==> config.mk <==
export PLATFORM = sky130hd
export DESIGN_NAME = pll_lock_sequencer
export DESIGN_NICKNAME = d
export VERILOG_FILES = /design/src/rtl/pll_lock_sequencer.sv
export SDC_FILE = /design/constraint.sdc
export NUM_CORES = 1
export LEC_CHECK = 0
export BUFFER_PORTS_ARGS = -buffer_cell sky130_fd_sc_hd__buf_4
export CAP_MARGIN = 20
export CORE_UTILIZATION = 45
export CTS_CLUSTER_DIAMETER = 50
export DETAILED_ROUTE_END_ITERATION = 7
export GPL_TIMING_DRIVEN = 0
export SKIP_LAST_GASP = 1
export SLEW_MARGIN = 25
export SYNTH_ARGS = -nofsm -noshare
export SYNTH_HDL_FRONTEND = slang
export SYNTH_SLANG_ARGS = --single-unit
==> constraint.sdc <==
create_clock -name CLK -period 3.8 [get_ports CLK]
set_input_delay 0.76 -clock CLK [delete_from_list [all_inputs] [get_ports CLK]]
set_output_delay 0.76 -clock CLK [all_outputs]
set_load 0.02 [all_outputs]
==> src/rtl/pll_lock_sequencer.sv <==
// PLL bring-up sequencer: holds the PLL in reset, waits for a stable lock with
// bounded retries, supervises the lock while running and latches a fault.
module pll_lock_sequencer #(
    parameter int unsigned RST_CYCLES   = 16,
    parameter int unsigned LOCK_STABLE  = 64,
    parameter int unsigned LOCK_TIMEOUT = 4096,
    parameter int unsigned MAX_RETRIES  = 3
) (
    input  logic       CLK,
    input  logic       RESET,
    input  logic       LOCK,
    input  logic       CLEAR_FAULT,
    output logic       PLL_RESETB,
    output logic       READY,
    output logic       FAULT,
    output logic [1:0] RETRY_CNT,
    output logic [7:0] LOSS_CNT
);

    localparam logic [2:0] ST_HOLD      = 3'd0;
    localparam logic [2:0] ST_WAIT_LOCK = 3'd1;
    localparam logic [2:0] ST_STABLE    = 3'd2;
    localparam logic [2:0] ST_RUN       = 3'd3;
    localparam logic [2:0] ST_FAULT     = 3'd4;

    localparam logic [15:0] C_HOLD_LAST    = 16'(RST_CYCLES - 1);
    localparam logic [15:0] C_STABLE_LAST  = 16'(LOCK_STABLE - 1);
    localparam logic [15:0] C_TIMEOUT_LAST = 16'(LOCK_TIMEOUT - 1);
    localparam logic [1:0]  C_MAX_RETRIES  = 2'(MAX_RETRIES);

    logic        r_lock_meta;
    logic        r_lock_s;
    logic [2:0]  r_state;
    logic [15:0] r_cnt;
    logic        r_pll_resetb;
    logic        r_ready;
    logic        r_fault;
    logic [1:0]  r_retry_cnt;
    logic [7:0]  r_loss_cnt;

    logic [2:0]  w_next_state;
    logic [1:0]  w_next_retry;
    logic        w_loss_inc;
    logic        w_state_change;
    logic        w_cnt_run;

    // LOCK comes from the PLL's own domain; only r_lock_s is used below.
    always_ff @(posedge CLK or posedge RESET) begin
        if (RESET) begin
            r_lock_meta <= 1'b0;
            r_lock_s    <= 1'b0;
        end else begin
            r_lock_meta <= LOCK;
            r_lock_s    <= r_lock_meta;
        end
    end

    // NOTE: every output of this block gets a default first, so no path can
    // leave one unassigned and infer a latch.
    always_comb begin
        w_next_state = r_state;
        w_next_retry = r_retry_cnt;
        w_loss_inc   = 1'b0;
        case (r_state)
            ST_HOLD: begin
                if (r_cnt == C_HOLD_LAST) begin
                    w_next_state = ST_WAIT_LOCK;
                end
            end
            ST_WAIT_LOCK: begin
                // A lock seen on the timeout cycle takes priority over the retry.
                if (r_lock_s) begin
                    w_next_state = ST_STABLE;
                end else if (r_cnt == C_TIMEOUT_LAST) begin
                    if (r_retry_cnt < C_MAX_RETRIES) begin
                        w_next_state = ST_HOLD;
                        w_next_retry = r_retry_cnt + 2'd1;
                    end else begin
                        w_next_state = ST_FAULT;
                    end
                end
            end
            ST_STABLE: begin
                if (!r_lock_s) begin
                    w_next_state = ST_WAIT_LOCK;
                end else if (r_cnt == C_STABLE_LAST) begin
                    w_next_state = ST_RUN;
                    w_next_retry = 2'd0;
                end
            end
            ST_RUN: begin
                if (!r_lock_s) begin
                    w_next_state = ST_HOLD;
                    w_loss_inc   = (r_loss_cnt != 8'hFF);
                end
            end
            ST_FAULT: begin
                if (CLEAR_FAULT) begin
                    w_next_state = ST_HOLD;
                    w_next_retry = 2'd0;
                end
            end
            default: begin
                w_next_state = ST_HOLD;
            end
        endcase
    end

    assign w_state_change = (w_next_state != r_state);
    assign w_cnt_run      = (r_state == ST_HOLD) || (r_state == ST_WAIT_LOCK) ||
                            (r_state == ST_STABLE);

    // NOTE: sequential state uses non-blocking assignments so every flop
    // samples the pre-edge values regardless of block ordering.
    always_ff @(posedge CLK or posedge RESET) begin
        if (RESET) begin
            r_state <= ST_HOLD;
            r_cnt   <= 16'd0;
        end else begin
            r_state <= w_next_state;
            if (w_state_change) begin
                r_cnt <= 16'd0;
            end else if (w_cnt_run) begin
                r_cnt <= r_cnt + 16'd1;
            end
        end
    end

    // Outputs are decoded from the next state, so they are plain flops that
    // switch on the same edge as r_state and never glitch.
    always_ff @(posedge CLK or posedge RESET) begin
        if (RESET) begin
            r_pll_resetb <= 1'b0;
            r_ready      <= 1'b0;
            r_fault      <= 1'b0;
            r_retry_cnt  <= 2'd0;
            r_loss_cnt   <= 8'd0;
        end else begin
            r_pll_resetb <= (w_next_state == ST_WAIT_LOCK) ||
                            (w_next_state == ST_STABLE) ||
                            (w_next_state == ST_RUN);
            r_ready      <= (w_next_state == ST_RUN);
            r_fault      <= (w_next_state == ST_FAULT);
            r_retry_cnt  <= w_next_retry;
            if (w_loss_inc) begin
                r_loss_cnt <= r_loss_cnt + 8'd1;
            end
        end
    end

    assign PLL_RESETB = r_pll_resetb;
    assign READY      = r_ready;
    assign FAULT      = r_fault;
    assign RETRY_CNT  = r_retry_cnt;
    assign LOSS_CNT   = r_loss_cnt;

endmodule

==> results.json <==
{
  "status": "finished clean",
  "ios": 17,
  "routed_wl_mm": 3.39,
  "gp_congestion": 0.867,
  "vias": 1323,
  "syn_nets": 178,
  "n_fill_cell": 326,
  "drt-initial-drc-count": 120,
  "ir_drop_mv": 0.268,
  "ys_ff_latch": 34,
  "synth.top_cells.by_area": "dfrtp_1 47%, xnor2_1 5.3%, xor2_1 5.3%",
  "met3_usage": 0.0538,
  "path_cells": "or2b_2 > nor3_1 > nand3_1 > o211ai_1 > buf_4 > nor3_2",
  "yosysTopAreaCell": "dfrtp_1",
  "min_to": "r_lock_s$_DFF_PP0_",
  "coreArea_um2": 3770,
  "initial_core_util": 0.483,
  "slew_violations": 0,
  "syn_inst": 171,
  "crit_type": "reg2reg",
  "grtUsageMet1": 0.244,
  "ys_warn_count": 0,
  "firstDrtPassIters": 4,
  "rows": 22,
  "rr_worst_depth": 6,
  "synth-compound-area-share": 0.0879,
  "cp_data_arrival_time_ns": 2.54,
  "synth-edff-count": 0,
  "final_common_cell": "dfrtp_1",
  "grt_max_degree": 35,
  "grt_first_pass_wirelength_mm": 6.09,
  "dp_hpwl_mm": 2.44,
  "endpoint_kind": "flop",
  "tritoncts": "done",
  "area_growth_pct": 17.4,
  "cts_buffers": 5,
  "finalSetupViolations": 0,
  "max_freq_mhz": 423,
  "layout_common_cells": "34 x dfrtp_1, 18 x buf_4, 13 x nor2_1",
  "synthAdderAreaFrac": 0.0206,
  "synthSimpleGateAreaFrac": 0.265,
  "path_clk_slew_ns": 0.07,
  "r2r_slack_ns": 1.44,
  "muxShareOfSynthArea": 0.0178,
  "clk_latency_ns": 0.29,
  "die_y_um": 65.7,
  "cap_violations": 0,
  "cts.root.buffer_cell": "clkbuf_8",
  "grtUsageMet2": 0.300,
  "rsz0062_at_grt": "no",
  "reg2reg_from": "r_lock_s$_DFF_PP0_",
  "p_leak_nw": 0.979,
  "start_kind": "flop",
  "fin_setup_tns_ns": 0,
  "dieArea_um2": 4310,
  "grt_overflow": 0,
  "cp_max_fo": 10,
  "ys_seq_area_frac": 0.467,
  "synth_area_um2": 1820,
  "fin_skew_ns": 0.00715,
  "ctsHoldBuffers": 0,
  "htreeDepth": 2,
  "synth_top_family_by_area": "simple AND/OR/NAND/NOR gates",
  "hp-start": "r_lock_meta$_DFF_PP0_",
  "crit_required_ns": 3.98,
  "vias_per_cell": 5.44,
  "slew_headroom": 0.543,
  "reg2reg_to": "r_cnt[5]$_DFFE_PP0P_",
  "p_total_mw": 1.26,
  "hold_viol": 0,
  "first_global_vias": 1288,
  "antenna_found_initial": 0,
  "cts_sinks": 34,
  "tightestPinTransition_ns": 0.684,
  "n_antenna_cell": 0,
  "avgSynthCellArea_um2": 10.7,
  "cts.repair.resized": 0,
  "slowest_stage": "nor3_1",
  "routedWlPerCell_um": 14.0,
  "postCtsSetupRepairBufs": 0,
  "synthXorXnorAreaFrac": 0.106,
  "clock_path_buffers": 2,
  "ant_nets": 0,
  "final_nets": 201,
  "yosysTopAreaCellShare": 0.467,
  "synthFlopType": "dfrtp_1",
  "post-route-min-period_ns": 2.36,
  "drive_gt1_frac": 0.277,
  "min_path_cells": 0,
  "die_w_um": 65.7,
  "grt_usage": 0.190,
  "max_stage_delay_ns": 0.50,
  "multi_input_area_um2": 906,
  "power_per_cell_area_nw_per_um2": 586,
  "grt-busiest-layer": "met2",
  "port_buffers": 16,
  "drc": 0,
  "post-route-period-util": 0.622,
  "synth_cell_types": 44,
  "async_flop_share": 1.00,
  "hp-class": "reg2reg",
  "regArea_um2": 851
}
[logic make-up (layout without fill, tap and decap cells)]
| family | after synthesis | in the layout |
|---|---|---|
| AOI/OAI and AO/OA | 22 | 22 |
| xor gates and xnor gates | 22 | 22 |
| adders and majority gates | 3 | 3 |
| buffers and inverters | 11 | 35 |
| DFF | 34 | 34 |
| muxes | 3 | 3 |
| and+or+nand+nor | 76 | 76 |
[sequential cells by signal, summed over array words and instances, names as in the netlist]
register	cells
r_cnt	16
LOSS_CNT	8
r_state	3
RETRY_CNT	2
FAULT	1
PLL_RESETB	1
READY	1
r_lock_meta	1
r_lock_s	1
[how the worst max path moves through the flow]
stage | depth (start not counted) | startpoint | end
5_1_grt | 6 | r_lock_s$_DFF_PP0_ | r_cnt[1]$_DFFE_PP0P_
2_1_floorplan | 6 | r_lock_s$_DFF_PP0_ | r_cnt[0]$_DFFE_PP0P_
4_1_cts | 6 | r_lock_s$_DFF_PP0_ | r_cnt[0]$_DFFE_PP0P_
6_report | 6 | r_lock_s$_DFF_PP0_ | r_cnt[5]$_DFFE_PP0P_
3_5_place_dp | 6 | r_lock_s$_DFF_PP0_ | r_cnt[5]$_DFFE_PP0P_
3_3_place_gp | 6 | r_lock_s$_DFF_PP0_ | r_cnt[2]$_DFFE_PP0P_
[Yosys cell counts (2+ instances only)]
master and number:
dfrtp_1 34, nor2_1 13, nand2_1 11, nand3_1 11
xnor2_1 11, xor2_1 11, nor3_1 10, nor3_2 9
inv_1 7, o21ai_0 6, a21oi_1 5, nand4_1 4
ha_1 3, and3_1 2, buf_4 2, mux2_2 2
o211ai_1 2, or2b_2 2
[critical path, delay by kind of cell (launching register included)]
family,cells,cell delay [ns]
AND/OR/NAND/NOR,4,1.13
AO/OA/AOI/OAI,1,0.34
flip-flops,1,0.44
buffers and inverters,1,0.33
[power breakdown]
group          internal [mW]  switching (mW)
registers              0.415          0.0493
logic                  0.162           0.229
clock network          0.263           0.138
[routing by layer]
layer | up-vias | routed length [um] | share of wire
met5 | - | 0 | 0
met4 | 0 | 34 | 0.010
met3 | 4 | 104 | 0.031
met2 | 23 | 1680 | 0.49
met1 | 647 | 1570 | 0.46
li1 | 649 | - | -
[layout make-up]
class,count,share of cell area
clock inverters,3,0.0321
plain buffers,4,0.0187
flip-flops and latches,34,0.397
repair buffers,16,0.0561
inverters,7,0.0123
clock buffers,5,0.0321
well taps,48,0.0281
multi-input cells,126,0.423
[metrics by stage]
| step | utilization | worst slack (ns) | hold slack [ns] | cells | instance area [um2] |
|---|---|---|---|---|---|
| detailed placement | 0.531 | 1.48 | 0.336 | 235 | 2000 |
| floorplan | - | 1.83 | 0.331 | 171 | 1820 |
| CTS | 0.568 | 1.46 | 0.354 | 243 | 2140 |
| global placement | 0.531 | 1.48 | 0.338 | 235 | 2000 |
| finish | 0.568 | 1.44 | 0.352 | 243 | 2140 |
| global route | 0.568 | 1.20 | 0.372 | 243 | 2140 |
No activity file was read; power rests on OpenSTA's default activity.
